===== src/rtl/program_counter_pkg.sv =====
// Shared Hack-platform word constants used by the program counter and its incrementer.
package program_counter_pkg;

    localparam int          WORD_WIDTH = 16;
    localparam logic [15:0] ZERO_WORD  = 16'h0000;
    localparam logic [15:0] ONE_WORD   = 16'h0001;

    // Single-bit half adder; the incrementer ripples a chain of these.
    function automatic logic [1:0] half_add(input logic a, input logic b);
        return {a & b, a ^ b};
    endfunction

endpackage


===== src/rtl/program_counter_inc16.sv =====
// WIDTH-bit incrementer built as a ripple chain of half adders; MSB carry is dropped.
module program_counter_inc16
    import program_counter_pkg::*;
#(
    parameter int WIDTH = WORD_WIDTH
) (
    input  logic [WIDTH-1:0] a,
    output logic [WIDTH-1:0] sum
);

    logic [WIDTH-1:0] carry;

    // The chain's carry-in is the low bit of ONE_WORD, i.e. a constant +1.
    assign carry[0] = ONE_WORD[0];

    generate
        for (genvar gi = 0; gi < WIDTH; gi++) begin : g_ha
            logic [1:0] ha;
            assign ha      = half_add(a[gi], carry[gi]);
            assign sum[gi] = ha[0];
            if (gi < WIDTH - 1) begin : g_carry
                assign carry[gi+1] = ha[1];
            end
        end
    endgenerate

endmodule


===== src/rtl/program_counter.sv =====
// Hack program counter: reset > load > inc > hold, one register, next-state built as a mux chain.
module program_counter
    import program_counter_pkg::*;
#(
    parameter int               WIDTH       = WORD_WIDTH,
    parameter logic [WIDTH-1:0] RESET_VALUE = WIDTH'(ZERO_WORD)
) (
    input  logic             clk,
    input  logic             reset,
    input  logic [WIDTH-1:0] in,
    input  logic             load,
    input  logic             inc,
    output logic [WIDTH-1:0] out
);

    logic [WIDTH-1:0] out_reg;
    logic [WIDTH-1:0] inc_val;
    logic [WIDTH-1:0] inc_mux;
    logic [WIDTH-1:0] load_mux;

    program_counter_inc16 #(
        .WIDTH (WIDTH)
    ) u_inc (
        .a   (out_reg),
        .sum (inc_val)
    );

    // Mux order inc -> load -> reset makes the priority structural; `in` is
    // only steered toward the register when load=1, so an X on it is harmless otherwise.
    generate
        for (genvar gi = 0; gi < WIDTH; gi++) begin : g_mux
            assign inc_mux[gi]  = inc  ? inc_val[gi] : out_reg[gi];
            assign load_mux[gi] = load ? in[gi]      : inc_mux[gi];
        end
    endgenerate

    always_ff @(posedge clk) begin
        if (reset) begin
            out_reg <= RESET_VALUE;
        end else begin
            out_reg <= load_mux;
        end
    end

    assign out = out_reg;

endmodule


===== config.mk =====
export PLATFORM = sky130hd
export DESIGN_NAME = program_counter
export DESIGN_NICKNAME = d
export VERILOG_FILES = /design/src/rtl/program_counter_pkg.sv /design/src/rtl/program_counter_inc16.sv /design/src/rtl/program_counter.sv
export SDC_FILE = /design/constraint.sdc
export NUM_CORES = 1
export LEC_CHECK = 0
export ABC_AREA = 0
export CAP_MARGIN = 0
export CELL_PAD_IN_SITES_DETAIL_PLACEMENT = 1
export CELL_PAD_IN_SITES_GLOBAL_PLACEMENT = 1
export CORE_UTILIZATION = 35
export CTS_CLUSTER_SIZE = 8
export DETAILED_ROUTE_END_ITERATION = 6
export GPL_TIMING_DRIVEN = 0
export MAX_ROUTING_LAYER = met4
export PLACE_DENSITY_LB_ADDON = 0.1
export SLEW_MARGIN = 20
export SYNTH_ARGS = -nofsm -noshare
export SYNTH_HDL_FRONTEND = slang
export SYNTH_SLANG_ARGS = --single-unit

===== constraint.sdc =====
create_clock -name clk -period 8.8 [get_ports clk]
set_input_delay 1.32 -clock clk [delete_from_list [all_inputs] [get_ports clk]]
set_output_delay 1.32 -clock clk [all_outputs]
set_load 0.01 [all_outputs]

==> flow_metrics.env, run 1 <==
export IMPL_finalSetupViolCount=0
export IMPL_largest_reg_flops=16
export IMPL_grt_first_pass_wirelength_mm=3.49
export IMPL_synthTopCellsByArea="dfxtp_1 34%, ha_1 18%, mux2i_1 15%"
export IMPL_place_area_um2=1320
export IMPL_cts_buffers=3
export IMPL_status="complete, no violations"
export IMPL_ir_worst_vdd_mv=0.117
export IMPL_cp_end_kind="flip-flop"
export IMPL_rsz0062_at_grt="false"
export IMPL_maxSlewViolCount=0
export IMPL_ys_seq_area_share_pct=33.6
export IMPL_clock_path_buffers=2
export IMPL_grt_use_met2_pct=28.9
export IMPL_antenna_left=0
export IMPL_synth_common_cells="16 x dfxtp_1, 15 x nor2b_1, 14 x a211oi_1, 14 x ha_1, 14 x mux2i_1"
export IMPL_finalWirelength_mm=2.16
export IMPL_clkLatencyLatePin_ns=0.30
export IMPL_io_buffers=33
export IMPL_rrSetupSlack_ns=5.37
export IMPL_cp_required_ns=8.98
export IMPL_routed_via_density=5.12
export IMPL_grtUsageTotal_pct=17.6
export IMPL_coreArea_um2=2520
export IMPL_synth_edf_count=0
export IMPL_die_x_um=54.2
export IMPL_grt_max_degree=11
export IMPL_drcViolationCount=0
export IMPL_max_cap_viol_count=0
export IMPL_critPathKind="reg -> reg"
export IMPL_fin_setup_tns_ns=0
export IMPL_io_pins=36
export IMPL_grt_pass1_vias=777
export IMPL_timing_hold_ws_ns=0.588
export IMPL_synth_nets=120
export IMPL_chipHeight_um=54.2
export IMPL_antenna_found_initial=0
export IMPL_syn_inst=86
export IMPL_grt_overflow_total=0
export IMPL_vias=783
export IMPL_synth_flop_cell="dfxtp_1"
export IMPL_fin_area_um2=1360
export IMPL_use_met1_pct=20.5
export IMPL_root_buffer="clkbuf_4"
export IMPL_cts_max_level=1
export IMPL_avgSynthCellArea_um2=11.1
export IMPL_dpl_hpwl_mm=1.63
export IMPL_synthesis_area_um2=953
export IMPL_avgRoutedWirePerCell_um=14.1
export IMPL_clk_pin_slew_ns=0.10
export IMPL_first_pass_iters=2
export IMPL_async_flop_share_pct=0
export IMPL_fmax_ghz=0.292
export IMPL_ys_ff_latch=16
export IMPL_drtIter0Drc=3
export IMPL_yosysMostFrequentCell="dfxtp_1"
export IMPL_cts_sinks=16
export IMPL_area_growth_pct=42.4
export IMPL_dieArea_um2=2940
export IMPL_layout_min_cycle_time_ns=3.43
export IMPL_start_kind="flip-flop"
export IMPL_diodes=0
export IMPL_cts_resized=0
export IMPL_synth_cell_types=15
export IMPL_initial_core_util_pct=37.8
export IMPL_yosysWarnings=0
export IMPL_cts_hold_buffers_added=0
export IMPL_synth_top_cell_by_area="dfxtp_1"
export IMPL_yosysTopAreaCellShare_pct=33.6
export IMPL_fp_row_count=18
export IMPL_drive_above_1_share_pct=9.76
export IMPL_busiest_layer="met2"
export IMPL_hp_class="reg -> reg"
export IMPL_gp_congestion=0.655
export IMPL_path_max_fanout=3
export IMPL_fin_nets=158
export IMPL_cts_tree="done"
export IMPL_leakage_nw=0.605
export IMPL_finalCritPeriodShare_pct=39.0
export IMPL_cts_setup_buffers=0
export IMPL_gr_usage_met3_pct=5.93
export IMPL_tightest_slew_ns=0.478
export IMPL_hold_viol_final=0
export IMPL_skew_ns=0.00476
export IMPL_crit_arrival_ns=3.61
export IMPL_pwr_density_cell_nw_per_um2=131
export IMPL_relSlewSlack_pct=68.1
-- final cells by class --
cell class                      instances  area [um2]
Fill cell                             292        1160
Multi-Input combinational cell         62         573
Timing Repair Buffer                   33         330
Sequential cell                        16         320
Buffer                                  6        52.6
Tap cell                               30        37.5
Clock buffer                            4        36.3
Inverter                                2        7.51
-- power breakdown --
part	total [mW]	switching, mW	internal [mW]
clock	0.0511	0.0259	0.0252
sequential	0.0824	0.00441	0.0780
combinational	0.0443	0.0173	0.0270
-- stage by stage --
stage | util, % | setup WS (ns) | instances | total power [mW]
floorplan | - | 5.57 | 86 | 0.106
global placement | 52.4 | 5.42 | 149 | 0.128
detailed placement | 52.4 | 5.39 | 149 | 0.129
CTS | 53.8 | 5.35 | 153 | 0.182
global route | 53.8 | 5.14 | 153 | 0.188
finish | 53.8 | 5.37 | 153 | 0.178
-- cells in the final DEF (no fill, tap or decap), drive strengths merged --
master         Yosys  routed
mux2i             14      14
and4b              1       1
xnor2              1       1
ha                14      14
buf                5       5
inv                2       2
dfxtp             16      16
nor2b             15      15
a2111oi            1       1
clkdlybuf4s50      0      33
clkbuf             1       5
a211oi            16      16
-- path summary, 6_finish.rpt --
check / endpoint / depth (start not counted) / from
min reg2reg: out[3] / 2 / out[3]
max reg2reg: out[15] / 16 / out[0]
min: out[3] / 2 / out[3]
max: out[15] / 16 / out[0]
-- per-layer routing --
metal / part of all wire, % / routed length [um]
met4: 0.46 / 10
met2: 48 / 1040
met5: 0 / 0
met3: 5.6 / 120
met1: 46 / 983
-- worst max-delay path, cell delays in order, from the launching register on --
cell	delay, ns
dfxtp_1	0.36
ha_1	0.21
ha_1	0.18
ha_1	0.18
ha_1	0.18
ha_1	0.18
ha_1	0.18
ha_1	0.19
ha_1	0.18
ha_1	0.18
ha_1	0.19
ha_1	0.19
ha_1	0.19
ha_1	0.19
ha_1	0.19
a211oi_1	0.26
a2111oi_2	0.07
-- cell families after synthesis --
kind of cell / count (synthesis) / share of synthesized area [%]
AOI/OAI and AO/OA: 17 / 15.2
and+or+nand+nor: 16 / 10.9
DFF: 16 / 33.6
muxes: 14 / 14.7
adders and majority gates: 14 / 18.4
buffers and inverters: 8 / 6.30
xor gates and xnor gates: 1 / 0.919
Note: power is estimated with default switching activity, not from simulation.
==> inputs of run 2 (changes only) <==
Settings changed: CORE_UTILIZATION 35 to 32.
Clock period 8.8 ns to 3.4 ns, I/O delays scaled along.
==> run 2 against run 1 <==
Via count is 2.4% higher; routed wire length increased by 13%; clock power increased to 2.5 times the previous value; largest power group unchanged; largest cell class unchanged; sequential share of layout area decreased by 0.52 points; first-iteration DRC count grew 100%; design area up 3.0%; utilization fell by 3.5 points; total power rose to 2.6 times the previous value; sequential power grew to 2.6 times the previous value; critical endpoint unchanged.
==> flow_metrics.env, run 2 (same netlist as run 1, synthesis figures left out) <==
export IMPL_grt_max_degree=11
export IMPL_cts_buffers=3
export IMPL_fin_nets=159
export IMPL_grt_pass1_vias=853
export IMPL_io_buffers=33
export IMPL_gp_congestion=0.637
export IMPL_antenna_left=0
export IMPL_mostFrequentLayoutCells="33 x clkdlybuf4s50_1, 15 x nor2b_1, 14 x a211oi_1, 14 x mux2i_1, 14 x dfxtp_1"
export IMPL_worstHoldPathCells=3
export IMPL_first_pass_iters=2
export IMPL_fillers=320
export IMPL_swShare_pct=26.8
export IMPL_cp_slowest_stage_delay_ns=0.34
export IMPL_critPathKind="reg -> reg"
export IMPL_drcViolationCount=0
export IMPL_worst_path_most_repeated_cell="ha_2"
export IMPL_crit_path_top_delay_cell="dfxtp_2"
export IMPL_avgRoutedWirePerCell_um=15.8
export IMPL_min_from="load"
export IMPL_r2r_start="out[0]"
export IMPL_path_cells="ha_2 > ha_2 > ha_2 > ha_1 > ha_2 > ha_2 > ha_2 > ha_2 > ha_2 > ha_1 > ha_2 > ha_2 > ha_2 > ha_2 > and4b_1 > a2111oi_2"
export IMPL_hp_class="in -> reg"
export IMPL_largest_reg_flops=16
export IMPL_fp_row_count=19
export IMPL_path_max_fanout=2
export IMPL_leakage_nw=0.578
export IMPL_die_x_um=56.6
export IMPL_max_cap_viol_count=0
export IMPL_finalWirelength_mm=2.45
export IMPL_clock_path_buffers=2
export IMPL_final_common_cell="clkdlybuf4s50_1"
export IMPL_dpl_hpwl_mm=1.80
export IMPL_cp_end_kind="flip-flop"
export IMPL_dieArea_um2=3200
export IMPL_maxSlewViolCount=0
export IMPL_clkPwrFrac_pct=28.0
export IMPL_initial_core_util_pct=34.3
export IMPL_status="complete, no violations"
export IMPL_hold_viol_final=0
export IMPL_relSlewSlack_pct=64.7
export IMPL_antenna_found_initial=0
export IMPL_drive_above_1_share_pct=21.8
export IMPL_grt_first_pass_wirelength_mm=3.95
export IMPL_rr_worst_depth=16
export IMPL_power_frac_seq_pct=46.2
export IMPL_diodes=0
export IMPL_post_route_util_pct=50.3
export IMPL_coreArea_um2=2780
export IMPL_layout_min_cycle_time_ns=3.23
export IMPL_clk_pin_slew_ns=0.10
export IMPL_cts_sinks=16
export IMPL_rrSetupSlack_ns=0.17
export IMPL_io_pins=36
export IMPL_crit_arrival_ns=3.43
export IMPL_pwr_share_comb_pct=25.8
export IMPL_ir_worst_vdd_mv=0.238
export IMPL_min_to="out[1]"
export IMPL_timing_hold_ws_ns=0.581
export IMPL_grt_overflow_total=0
export IMPL_start_kind="flip-flop"
export IMPL_chipHeight_um=56.6
export IMPL_cts_max_level=1
export IMPL_area_growth_pct=46.7
export IMPL_root_buffer="clkbuf_4"
export IMPL_finalCritPeriodShare_pct=94.9
export IMPL_drtIter0Drc=6
export IMPL_cts_tree="done"
export IMPL_routed_via_density=5.17
export IMPL_power_switching_mw=0.125
export IMPL_rr_endpoint="out[15]"
export IMPL_cp_required_ns=3.60
export IMPL_cellInternalPower_mw=0.340
export IMPL_skew_ns=0.00579
export IMPL_rsz0062_at_grt="false"
export IMPL_grtUsageTotal_pct=16.7
export IMPL_fmax_ghz=0.310
export IMPL_finalSetupViolCount=0
export IMPL_vias=802
export IMPL_tightest_slew_ns=0.529
export IMPL_pwr_density_cell_nw_per_um2=332
export IMPL_clkLatencyLatePin_ns=0.29
-- run 2: changes by cell type in the layout (fill, tap and decap cells not counted) --
| cell | before | now |
|---|---|---|
| ha_2 | 0 | 12 |
| dfxtp_1 | 16 | 14 |
| buf_4 | 1 | 2 |
| dfxtp_2 | 0 | 2 |
| ha_1 | 14 | 2 |
-- run 2: area by class of cell --
cell class,count,area [um2],share of cell area (%)
Buffer,6,52.6,3.76
Clock buffer,4,36.3,2.59
Inverter,2,7.51,0.537
Multi-Input combinational cell,62,603,43.1
Sequential cell,16,323,23.1
Tap cell,31,38.8,2.77
Timing Repair Buffer,34,338,24.2
-- run 2: how the worst max path moves through the flow --
stage / from / end / slack, ns / cells after the start
floorplan: out[0] / out[15] / 0.17 / 16
global placement: out[0] / out[15] / -0.003 / 16
detailed placement: out[0] / out[15] / -0.03 / 16
CTS: out[0] / out[14] / 0.005 / 16
global route: out[0] / out[15] / 0.002 / 16
finish: out[0] / out[15] / 0.17 / 16
-- run 2: power groups by stage --
stage / Combinational (mW) / Sequential, mW / Clock, mW
after global routing: 0.130 / 0.216 / 0.145
after floorplan: 0.0501 / 0.223 / 0
after CTS: 0.121 / 0.214 / 0.139
after detailed placement: 0.118 / 0.218 / 0
after global placement: 0.113 / 0.217 / 0
final: 0.120 / 0.214 / 0.130
-- run 2: metrics by stage --
stage	worst slack (ns)	total power [mW]	instances	TNS, ns	area [um2]
after detailed placement	-0.0284	0.336	150	-0.0284	1320
after CTS	0.00457	0.474	155	0	1370
after global placement	-0.00344	0.330	150	-0.00344	1320
final	0.173	0.464	155	0	1400
after floorplan	0.172	0.273	86	0	953
after global routing	0.00182	0.492	155	0	1400
-- run 2: timing repair --
action,CTS,global route
buffers inserted,1,0
resized for setup,3,11
pin swaps,0,2
endpoints found under the setup margin,2,2
hold buffers,0,0
-- run 2: metal layers --
layer	part of all wire [%]	global-route usage, %
met5	0	-
met3	4.9	4.84
met4	0.41	3.14
met1	45	18.9
met2	50	29.4
-- run 2: critical path: cells and delay by family, from the launching register on --
kind	cells	cell delay [ns]
AND/OR/NAND/NOR	1	0.18
flip-flops	1	0.34
adder cells (fa/ha/maj)	14	2.36
AO/OA/AOI/OAI	1	0.26
==> inputs of run 3 (changes only) <==
Settings changed: CORE_MARGIN from default to 4, CTS_CLUSTER_SIZE 8 to 12.
==> run 3 against run 2 <==
Total power shrank 0.16%; critical path depth is the same; utilization shrank 0.69 points; count of clock-buffer cells in the layout is the same; sequential power is essentially flat; worst hold slack lost 0.0091 ns; die area grew 22%; global-route usage shrank 2.6 points; design area shrank 0.54%; sequential share of layout area grew 0.12 points; critical path type unchanged; critical endpoint is now out[14].
==> flow_metrics.env, run 3 (same netlist as run 1, synthesis figures left out) <==
export IMPL_status="complete, no violations"
export IMPL_hp_class="in -> reg"
export IMPL_critPathKind="reg -> reg"
export IMPL_maxSlewViolCount=0
export IMPL_dp_slack_ns=-0.0706
export IMPL_skew_ns=0.00473
export IMPL_avgRoutedWirePerCell_um=15.2
export IMPL_grt_use_met2_pct=24.4
export IMPL_fin_nets=159
export IMPL_dieArea_um2=3920
export IMPL_path_max_fanout=2
export IMPL_gr_usage_met3_pct=4.86
export IMPL_first_pass_iters=2
export IMPL_finalCritPeriodShare_pct=95.0
export IMPL_min_from="load"
export IMPL_antenna_left=0
export IMPL_cts_buffers=3
export IMPL_cts_max_level=1
export IMPL_grt_max_degree=11
export IMPL_crit_arrival_ns=3.44
export IMPL_cp_end_kind="flip-flop"
export IMPL_final_common_cell="clkdlybuf4s50_1"
export IMPL_fillers=305
export IMPL_tightest_slew_ns=0.502
export IMPL_cts_tree="done"
export IMPL_gp_congestion=0.681
export IMPL_max_cap_viol_count=0
export IMPL_dpl_hpwl_mm=1.83
export IMPL_fmax_ghz=0.310
export IMPL_finalSetupViolCount=0
export IMPL_crit_start="out[0]"
export IMPL_instances_no_fill=155
export IMPL_relSlewSlack_pct=66.5
export IMPL_layout_min_cycle_time_ns=3.23
export IMPL_finalWirelength_mm=2.36
export IMPL_initial_core_util_pct=34.0
export IMPL_pwr_density_cell_nw_per_um2=333
export IMPL_drcViolationCount=0
export IMPL_ir_worst_vdd_mv=0.193
export IMPL_grt_overflow_total=0
export IMPL_setup_slack_ns=0.169
export IMPL_start_kind="flip-flop"
export IMPL_r2r_start="out[0]"
export IMPL_diodes=0
export IMPL_largest_reg_flops=16
export IMPL_drtIter0Drc=11
export IMPL_place_area_um2=1320
export IMPL_post_route_util_pct=49.6
export IMPL_coreArea_um2=2810
export IMPL_leakage_nw=0.586
export IMPL_vias=802
export IMPL_clk_pin_slew_ns=0.11
export IMPL_hold_viol_final=0
export IMPL_routed_via_density=5.17
export IMPL_root_buffer="clkbuf_4"
export IMPL_grt_first_pass_wirelength_mm=4.40
export IMPL_mostFrequentLayoutCells="33 x clkdlybuf4s50_1, 15 x nor2b_1, 14 x a211oi_1, 14 x mux2i_1, 14 x dfxtp_1"
export IMPL_cts_hold_buffers_added=0
export IMPL_grtUsageTotal_pct=14.2
export IMPL_chipHeight_um=62.6
export IMPL_io_pins=36
export IMPL_use_met1_pct=16.0
export IMPL_fp_row_count=19
export IMPL_die_x_um=62.6
export IMPL_placedCellCount=150
export IMPL_area_growth_pct=45.9
export IMPL_drive_above_1_share_pct=19.4
export IMPL_fin_area_um2=1390
export IMPL_io_buffers=33
export IMPL_busiest_layer="met2"
export IMPL_grt_pass1_vias=909
export IMPL_cts_sinks=16
export IMPL_clkLatencyLatePin_ns=0.29
export IMPL_cp_required_ns=3.61
export IMPL_clock_path_buffers=2
export IMPL_antenna_found_initial=0
-- run 3: cell counts in the layout (fill, tap and decap cells not counted) --
Identical to the previous run, type by type.
-- run 3: path summary, 6_finish.rpt --
path / end / slack, ns / cells after the start
setup reg to reg: out[14] / 0.17 / 16
hold reg to reg: out[14] / 0.58 / 2
hold / removal: out[4] / 0.57 / 3
setup / recovery: out[14] / 0.17 / 16
-- run 3: metal layers --
layer  share of wire (%)  wire length (um)  vias up
met5                   0                 0        -
met4                0.38                 9        0
met3                 4.4               103        2
met2                  50              1190       21
met1                  45              1060      386
li1                    -                 -      393
-- run 3: what timing repair did --
action / in CTS / in global routing
gates resized for setup: 4 / 7
endpoints found under the setup margin: 2 / 2
gates cloned: 0 / 0
pin swaps: 0 / 1
setup buffers: 1 / 0
-- run 3: power by group --
group / switching (mW) / total [mW] / internal (mW)
clock: 0.0666 / 0.132 / 0.0652
combinational: 0.0463 / 0.118 / 0.0717
sequential: 0.0114 / 0.214 / 0.202
total: 0.124 / 0.464 / 0.339
-- run 3: stage by stage --
stage | hold WS [ns] | total power, mW | setup TNS, ns
2_1_floorplan | 0.575 | 0.273 | 0
3_3_place_gp | 0.553 | 0.331 | -0.0131
4_1_cts | 0.569 | 0.471 | 0
6_report | 0.572 | 0.464 | 0
5_1_grt | 0.588 | 0.493 | -0.00295
3_5_place_dp | 0.563 | 0.335 | -0.101
-- run 3: final cells by class --
cell class | instances | area [um2] | share of cell area [%]
multi-input combinational | 62 | 596 | 42.8
timing repair buffer | 34 | 338 | 24.3
sequential | 16 | 323 | 23.2
buffer | 6 | 52.6 | 3.78
tap | 31 | 38.8 | 2.79
clock buffer | 4 | 36.3 | 2.61
inverter | 2 | 7.51 | 0.540
-- run 3: critical path: stages, from the launching register on --
cell	delay (ns)
dfxtp_2	0.34
ha_1	0.20
ha_2	0.17
ha_2	0.16
ha_2	0.16
ha_2	0.16
ha_1	0.18
ha_1	0.18
ha_2	0.17
ha_1	0.17
ha_1	0.18
ha_2	0.17
ha_2	0.17
ha_2	0.18
ha_2	0.31
mux2i_1	0.06
a211oi_1	0.18
